### config.mk
export PLATFORM = sky130hd
export DESIGN_NAME = bullet_ctrl
export DESIGN_NICKNAME = d
export VERILOG_FILES = /design/src/rtl/bullet_ctrl.sv
export SDC_FILE = /design/constraint.sdc
export NUM_CORES = 1
export LEC_CHECK = 0
export BUFFER_PORTS_ARGS = -buffer_cell sky130_fd_sc_hd__buf_4
export CORE_MARGIN = 5
export CORE_UTILIZATION = 40
export CTS_CLUSTER_DIAMETER = 200
export CTS_CLUSTER_SIZE = 30
export DETAILED_ROUTE_END_ITERATION = 8
export PLACE_DENSITY_LB_ADDON = 0.1
export SLEW_MARGIN = 20
export SYNTH_ARGS = -nofsm -noshare
export SYNTH_HDL_FRONTEND = slang
export SYNTH_SLANG_ARGS = --single-unit
### constraint.sdc
create_clock -name clk -period 2.2 [get_ports clk]
set_input_delay 0.33 -clock clk [delete_from_list [all_inputs] [get_ports clk]]
set_output_delay 0.33 -clock clk [all_outputs]
set_load 0.01 [all_outputs]
### src/rtl/bullet_ctrl.sv
`default_nettype none
// ============================================================================
// Module   : bullet_ctrl
// Purpose  : Motion/state stage for one bullet sprite. A rising edge on fire
//            launches the bullet from the shooter position. It then climbs
//            SPEED pixels per frame until it would cross the top edge, or
//            until a collision freezes it in a HIT flash for HIT_FRAMES
//            frames.
// Ports    : clk, rst_n (async assert, active low)
//            frame_tick  one-clk pulse per frame (start of vblank)
//            fire        debounced fire button (level)
//            shoot_x/y   shooter centre, captured at launch
//            hit         one-clk collision pulse
//            x, y        registered bullet centre
//            active      bullet is drawn (FLY or HIT)
//            flash       HIT state indicator (colour swap)
//            shots       launched-bullet count, saturating at 255
// Options  : BULLET_CTRL_AUTO_FIRE_EN - holding fire in IDLE relaunches
//            every COOLDOWN frames.
// Revision : 1.0 - initial release
// ============================================================================
module bullet_ctrl #(
  parameter int R          = 12,
  parameter int SPEED      = 4,
  parameter int HIT_FRAMES = 8,
  parameter int COOLDOWN   = 15
) (
  input  logic        clk,
  input  logic        rst_n,
  input  logic        frame_tick,
  input  logic        fire,
  input  logic [10:0] shoot_x,
  input  logic [9:0]  shoot_y,
  input  logic        hit,
  output logic [10:0] x,
  output logic [9:0]  y,
  output logic        active,
  output logic        flash,
  output logic [7:0]  shots
);

  localparam int        HCW      = (HIT_FRAMES > 1) ? $clog2(HIT_FRAMES) : 1;
  localparam [HCW-1:0]  C_HIT_LAST = HCW'(HIT_FRAMES - 1);
  // The bullet may take one more step only if it stays at or below R after
  // the step. Comparing before subtracting keeps the 10-bit y from wrapping.
  localparam [9:0]      C_TOP    = 10'(R + SPEED);
  localparam [9:0]      C_SPEED  = 10'(SPEED);

  typedef enum logic [1:0] {
    ST_IDLE = 2'd0,
    ST_FLY  = 2'd1,
    ST_HIT  = 2'd2
  } state_t;

  state_t          r_state, w_state_nxt;
  logic            r_fire_q;
  logic            w_launch_edge;
  logic            w_auto;
  logic            w_go;
  logic [HCW-1:0]  r_hit_cnt, w_hit_cnt_nxt;
  logic [10:0]     w_x_nxt;
  logic [9:0]      w_y_nxt;
  logic            w_active_nxt;
  logic            w_flash_nxt;
  logic [7:0]      w_shots_nxt;

  assign w_launch_edge = fire & ~r_fire_q;

`ifdef BULLET_CTRL_AUTO_FIRE_EN
  localparam int       CDW  = (COOLDOWN > 0) ? $clog2(COOLDOWN + 1) : 1;
  localparam [CDW-1:0] C_CD = CDW'(COOLDOWN);

  logic [CDW-1:0] r_cd_cnt, w_cd_nxt;

  assign w_auto = fire && (r_cd_cnt == C_CD);

  // Counts frames spent in IDLE with fire held; any launch or release of
  // fire restarts the cooldown.
  always_comb begin
    w_cd_nxt = r_cd_cnt;
    if (!fire) begin
      w_cd_nxt = '0;
    end else if (r_state == ST_IDLE) begin
      if (w_go) begin
        w_cd_nxt = '0;
      end else if (frame_tick) begin
        w_cd_nxt = r_cd_cnt + CDW'(1);
      end
    end
  end

  always_ff @(posedge clk or negedge rst_n) begin
    if (!rst_n) begin
      r_cd_cnt <= '0;
    end else begin
      r_cd_cnt <= w_cd_nxt;
    end
  end
`else
  assign w_auto = 1'b0;
`endif

  assign w_go = w_launch_edge | w_auto;

  always_ff @(posedge clk or negedge rst_n) begin
    if (!rst_n) begin
      r_state   <= ST_IDLE;
      r_fire_q  <= 1'b0;
      r_hit_cnt <= '0;
      x         <= '0;
      y         <= '0;
      active    <= 1'b0;
      flash     <= 1'b0;
      shots     <= '0;
    end else begin
      r_state   <= w_state_nxt;
      r_fire_q  <= fire;
      r_hit_cnt <= w_hit_cnt_nxt;
      x         <= w_x_nxt;
      y         <= w_y_nxt;
      active    <= w_active_nxt;
      flash     <= w_flash_nxt;
      shots     <= w_shots_nxt;
    end
  end

  always_comb begin
    w_state_nxt   = r_state;
    w_hit_cnt_nxt = r_hit_cnt;
    w_x_nxt       = x;
    w_y_nxt       = y;
    w_active_nxt  = active;
    w_flash_nxt   = flash;
    w_shots_nxt   = shots;

    unique case (r_state)
      ST_IDLE: begin
        // hit is meaningless with no bullet on screen; launch does not
        // wait for frame_tick.
        if (w_go) begin
          w_state_nxt  = ST_FLY;
          w_x_nxt      = shoot_x;
          w_y_nxt      = shoot_y;
          w_active_nxt = 1'b1;
          w_flash_nxt  = 1'b0;
          if (shots != 8'hFF) begin
            w_shots_nxt = shots + 8'd1;
          end
        end
      end

      ST_FLY: begin
        // A collision outranks a same-cycle top exit.
        if (hit) begin
          w_state_nxt   = ST_HIT;
          w_hit_cnt_nxt = '0;
          w_flash_nxt   = 1'b1;
        end else if (frame_tick) begin
          if (y >= C_TOP) begin
            w_y_nxt = y - C_SPEED;
          end else begin
            w_state_nxt  = ST_IDLE;
            w_active_nxt = 1'b0;
          end
        end
      end

      ST_HIT: begin
        if (frame_tick) begin
          if (r_hit_cnt == C_HIT_LAST) begin
            w_state_nxt  = ST_IDLE;
            w_active_nxt = 1'b0;
            w_flash_nxt  = 1'b0;
          end else begin
            w_hit_cnt_nxt = r_hit_cnt + HCW'(1);
          end
        end
      end

      default: begin
        w_state_nxt  = ST_IDLE;
        w_active_nxt = 1'b0;
        w_flash_nxt  = 1'b0;
      end
    endcase
  end

endmodule
`default_nettype wire

---- After elaboration in Yosys (flattened, before gate mapping) ----
Index checks and enable logic that the tools add are counted.
Widths: inputs -> output; s select.
operators by class
  add/sub/neg operators ................... 3
  order comparisons ....................... 1
  eq/ne operators ......................... 15
  muxes and demuxes ....................... 26
  bitwise logic cells ..................... 2
  reduce and logical (&&, ||, !) cells .... 10
operator list
  cell                   count
  $mux 10                4
  $pmux 10 s2            1
  $ne 2x2->1 const B     9
  $mux 2                 6
  $ge 10x5->1 const B    1
  $reduce_and 5->1       2
  $sub 10x3->10 const B  1
  $mux 3                 3
  $add 8x1->8 const B    1
  $mux 1                 8
  $ne 8x8->1 const B     1
  $reduce_and 4->1       2
  $ne 3x3->1 const B     2
  $pmux 1 s3             2
  $pmux 2 s3             1
  $pmux 3 s2             1
  $reduce_and 6->1       1
  $reduce_bool 2->1      2
  $add 3x1->3 const B    1
  $eq 3x3->1 const B     1
  $reduce_and 3->1       1
  $eq 2x1->1 const B     1
  $eq 2x2->1 const B     1
  $logic_not 2->1        1
  other kinds (3)        3
storage, ports and cells
  bits in registers ....................... 37
  input port bits ......................... 26
  output and inout port bits .............. 31
  word-level logic and storage cells ...... 65

---- Longest topological paths before layout ----
  word-level depth ........................ 5
  mapped depth ............................ 7
  depth with buffers taken out ............ 6

---- Least setup slack after synthesis ----
OpenSTA, ideal clock, no wires.
  kind .................................... register to register
  start ................................... register r_state[1]
  end ..................................... register shots[5]
  library setup time ...................... 125 ps
  data arrival time ....................... 1597 ps
  required time ........................... 2075 ps
  slack ................................... 477 ps
  cell stages (with the launch flop) ...... 7
  path buffers ............................ 2
  period minus slack after synthesis ...... 1723 ps
  cell sequence ........................... dfrtp_1 > buf_2 > nor4b_4 > buf_4 > and4_4 > nand3_2 > mux2_4
between the ends
  longest elaborated chain between the ends .. 2
ends and longest elaborated chain
  element                            line  text
  from (decl)                        55    state_t r_state, w_state_nxt;
  from (signal assigned)             116   r_state <= w_state_nxt;
  $logic_not 2->1                    136   unique case (r_state)
  $reduce_and 3->1 (no source line)  n/a
  to (signal assigned)               123   shots <= w_shots_nxt;
  to (decl)                          39    output logic [7:0] shots
No other way between the ends.
A chain may end at the register's enable or synchronous reset.

---- Final worst setup path ----
  start ................................... register r_state[0]
  end ..................................... register y[7]
between the ends
  longest elaborated chain between the ends .. 3
  elaborated cells on any way between the ends .. 9
  those cells by class .................... eq/ne (5); mux (1); reduce/logical (3)
ends and longest elaborated chain
  element                                                                  line  text
  $eq 2x1->1 / $logic_not 2->1 (equally long branches)                     136
  $ne 2x2->1 (no source line) / $reduce_bool 2->1 (equally long branches)  n/a
  $reduce_and 5->1 (no source line)                                        n/a
  to (signal assigned)                                                     120   y <= w_y_nxt;
  to (decl)                                                                36    output logic [9:0] y,
Parallel ways exist; a longest one is shown, timed or not.

==> run metrics <==
status=finished, final reports clean; Startpoint Class=register; Slew Viols, Final=0; postcts setup bufs=0; Longest Clk Path Bufs=2; library cells used by synthesis=slightly above 40; Seq/Total Area, Yosys=0.522; FFs w/ async S/R, synth=1.00; final setup vio count=0; slew at the pin closest to its max-slew limit=about 0.7 ns; clk sinks=37; Initial DRT Pass Iterations=4; GPL Wtd Cong=0.834; starting density of the core=0.410; final setup TNS=0 ns; core area=between 0.004 and 0.005 mm^2; DRC Markers=0; area grow syn2layout=34.0%; CP required=around 2.4 ns; total power per unit cell area=between 1000 and 1500 mW/mm^2; drt wl/cell=~15 um; share of layout cells above drive strength 1=0.413; number of CTS-inserted buffers=5; DP HPWL=approximately 3000 um; Post-Syn Nets=about 190; Fillers=399; pin count of the biggest net entering global routing=38; Total Routing Usage GR=0.140; antenna violations before repair=0; Gate Count Post-Synth=156; placed cell count=262; post-CTS sizing=0; first-pass GRT wire length=about 6700 um; clock latency on the worst-skew pair=0.28 ns; FF-to-FF path depth=4; Crit Path Max Fanout=16; FF-to-FF End=y[7]; main flop type after synthesis=dfrtp_1; DRT Wirelength=3960 um; depth of the CTS H-tree=2; Final #Nets=248; Worst VDD drop=roughly 540 uV; TritonCTS clock tree=done; GRT overflow=0; Tot Pwr=3.14 mW; Ant. Diodes=0; WP data arrival=approximately 2.0 ns; vias in the first global route=between 1,000 and 1,500; crit path capture type=register; Finished Layout Cells=270; Die ar.=0.00587 mm^2; maxcap violations=0; min-delay worst type=in2async; Root Buffer=clkbuf_8; Core Rows=24; Via Count=between 1,000 and 1,500; period utilisation layout=0.822; fmax=0.553 GHz; Final ANT Viol Nets=0; RSZ-0062 raised after global routing=false; leakage power=approximately 1.1 nW; Yosys reg bits=37; Syn Area/Cell=around 11 um^2; Reg clk slew, reported paths=approximately 0.08 ns; I/O Pins=57; Post-Route Skew=a little under 0.008 ns; Tmin final=~1.8 ns; Vias/cell=approximately 5.3; Die W=approximately 77 um; DIE HEIGHT=about 77 um; number of DRC markers in iteration 0=57; Post-CTS Hold Buffers=0; Rel. slew slack=0.541; port buffer count=56; Post-synth EDFFs=0; Worst R2R Setup Slack=0.39 ns; reg2reg start=r_state[0]; Crit Path Category=reg2reg; final hold violation count=0; Syn. warnings=0; cell area after synthesis=roughly 0.0018 mm^2
## layer usage
metal / share of wire / track usage
met1: 0.44 / 0.175
met2: 0.48 / 0.222
met3: 0.069 / 0.0556
met4: 0.0061 / 0.0420
met5: 0 / 0
## critical path: stages (launching register included)
cell	delay [ns]
dfrtp_1	0.50
or4b_1	0.49
o22ai_2	0.45
nand2b_1	0.17
o2bb2ai_1	0.11
## through the flow
| stage | utilization | hold WS (ns) | setup WS, ns | cell area, um^2 |
|---|---|---|---|---|
| final | 0.550 | 0.00511 | 0.392 | 2380 |
| after global routing | 0.550 | 0.0259 | 0.224 | 2380 |
| after CTS | 0.550 | 0.0143 | 0.393 | 2380 |
| after detailed placement | 0.523 | 0.330 | 0.410 | 2260 |
| after global placement | 0.523 | 0.313 | 0.446 | 2260 |
| after floorplan | - | 0.0344 | 0.477 | 1770 |
## worst max-delay path by stage
stage               start       end  slack [ns]  cells past startpoint
2_1_floorplan  r_state[1]  shots[5]        0.48                      6
3_3_place_gp   r_state[0]  shots[1]        0.45                      4
3_5_place_dp   r_state[0]      y[7]        0.41                      4
4_1_cts        r_state[0]      y[7]        0.39                      4
5_1_grt        r_state[0]      y[9]        0.22                      4
6_report       r_state[0]      y[7]        0.39                      4
## final cells by class
cell class                 count  area [um^2]  area share
inverter                       4         15.0     0.00632
tap                           52         65.1      0.0274
clock inverter                 1         30.0      0.0126
sequential                    37          926       0.389
timing repair buffer          61          458       0.193
multi-input combinational    108          797       0.335
clock buffer                   7         86.3      0.0363
## report_power, final
group	internal, mW	switching (mW)	leakage [nW]
Sequential	0.969	0.253	0.456
Combinational	0.712	0.604	0.598
Clock	0.370	0.227	0.0585
Total	2.05	1.08	1.11
## cell families (layout without fill, tap and decap cells)
family	after synthesis	count (layout)	synth area share
AOI/OAI and AO/OA	43	43	0.149
xor gates and xnor gates	2	2	0.00987
adders and majority gates	5	5	0.0353
buffers and inverters	11	73	0.0289
DFF	37	37	0.522
muxes	16	16	0.104
and+or+nand+nor	42	42	0.152
## flip-flops by register name, indices dropped and copies added (netlist names)
name       count
x             11
y             10
shots          8
r_hit_cnt      3
r_state        2
active         1
flash          1
r_fire_q       1
## Yosys cell counts (all sizes together) (3+ instances only)
| cell type | n | area, um^2 |
|---|---|---|
| nand2 | 6 | 22.5 |
| nor2 | 7 | 26.3 |
| mux2 | 16 | 184 |
| nand3 | 4 | 25.0 |
| o21ai | 13 | 65.1 |
| o21a | 3 | 22.5 |
| ha | 5 | 62.6 |
| a21oi | 14 | 70.1 |
| a31oi | 3 | 18.8 |
| clkbuf | 3 | 11.3 |
| nor3 | 4 | 20.0 |
| inv | 4 | 15.0 |
| buf | 4 | 25.0 |
| dfrtp | 37 | 926 |
## cell usage in the layout (no fill, tap or decap), types with 2 or more instances in the layout
cell type / instances
o21a_1: 3
inv_1: 4
or3_1: 2
nand3_1: 3
nand2_1: 6
nor3b_1: 2
nor4_1: 2
nor3_1: 4
o21ai_0: 13
a22oi_1: 2
and3_1: 2
a31oi_1: 3
ha_1: 5
clkbuf_8: 6
nor4bb_1: 2
nor2b_1: 2
nand2b_1: 2
dfrtp_1: 37
buf_4: 61
mux2_2: 15
a22o_1: 2
a21oi_1: 14
nor2_1: 7
Note: power is estimated with default switching activity, not from simulation.
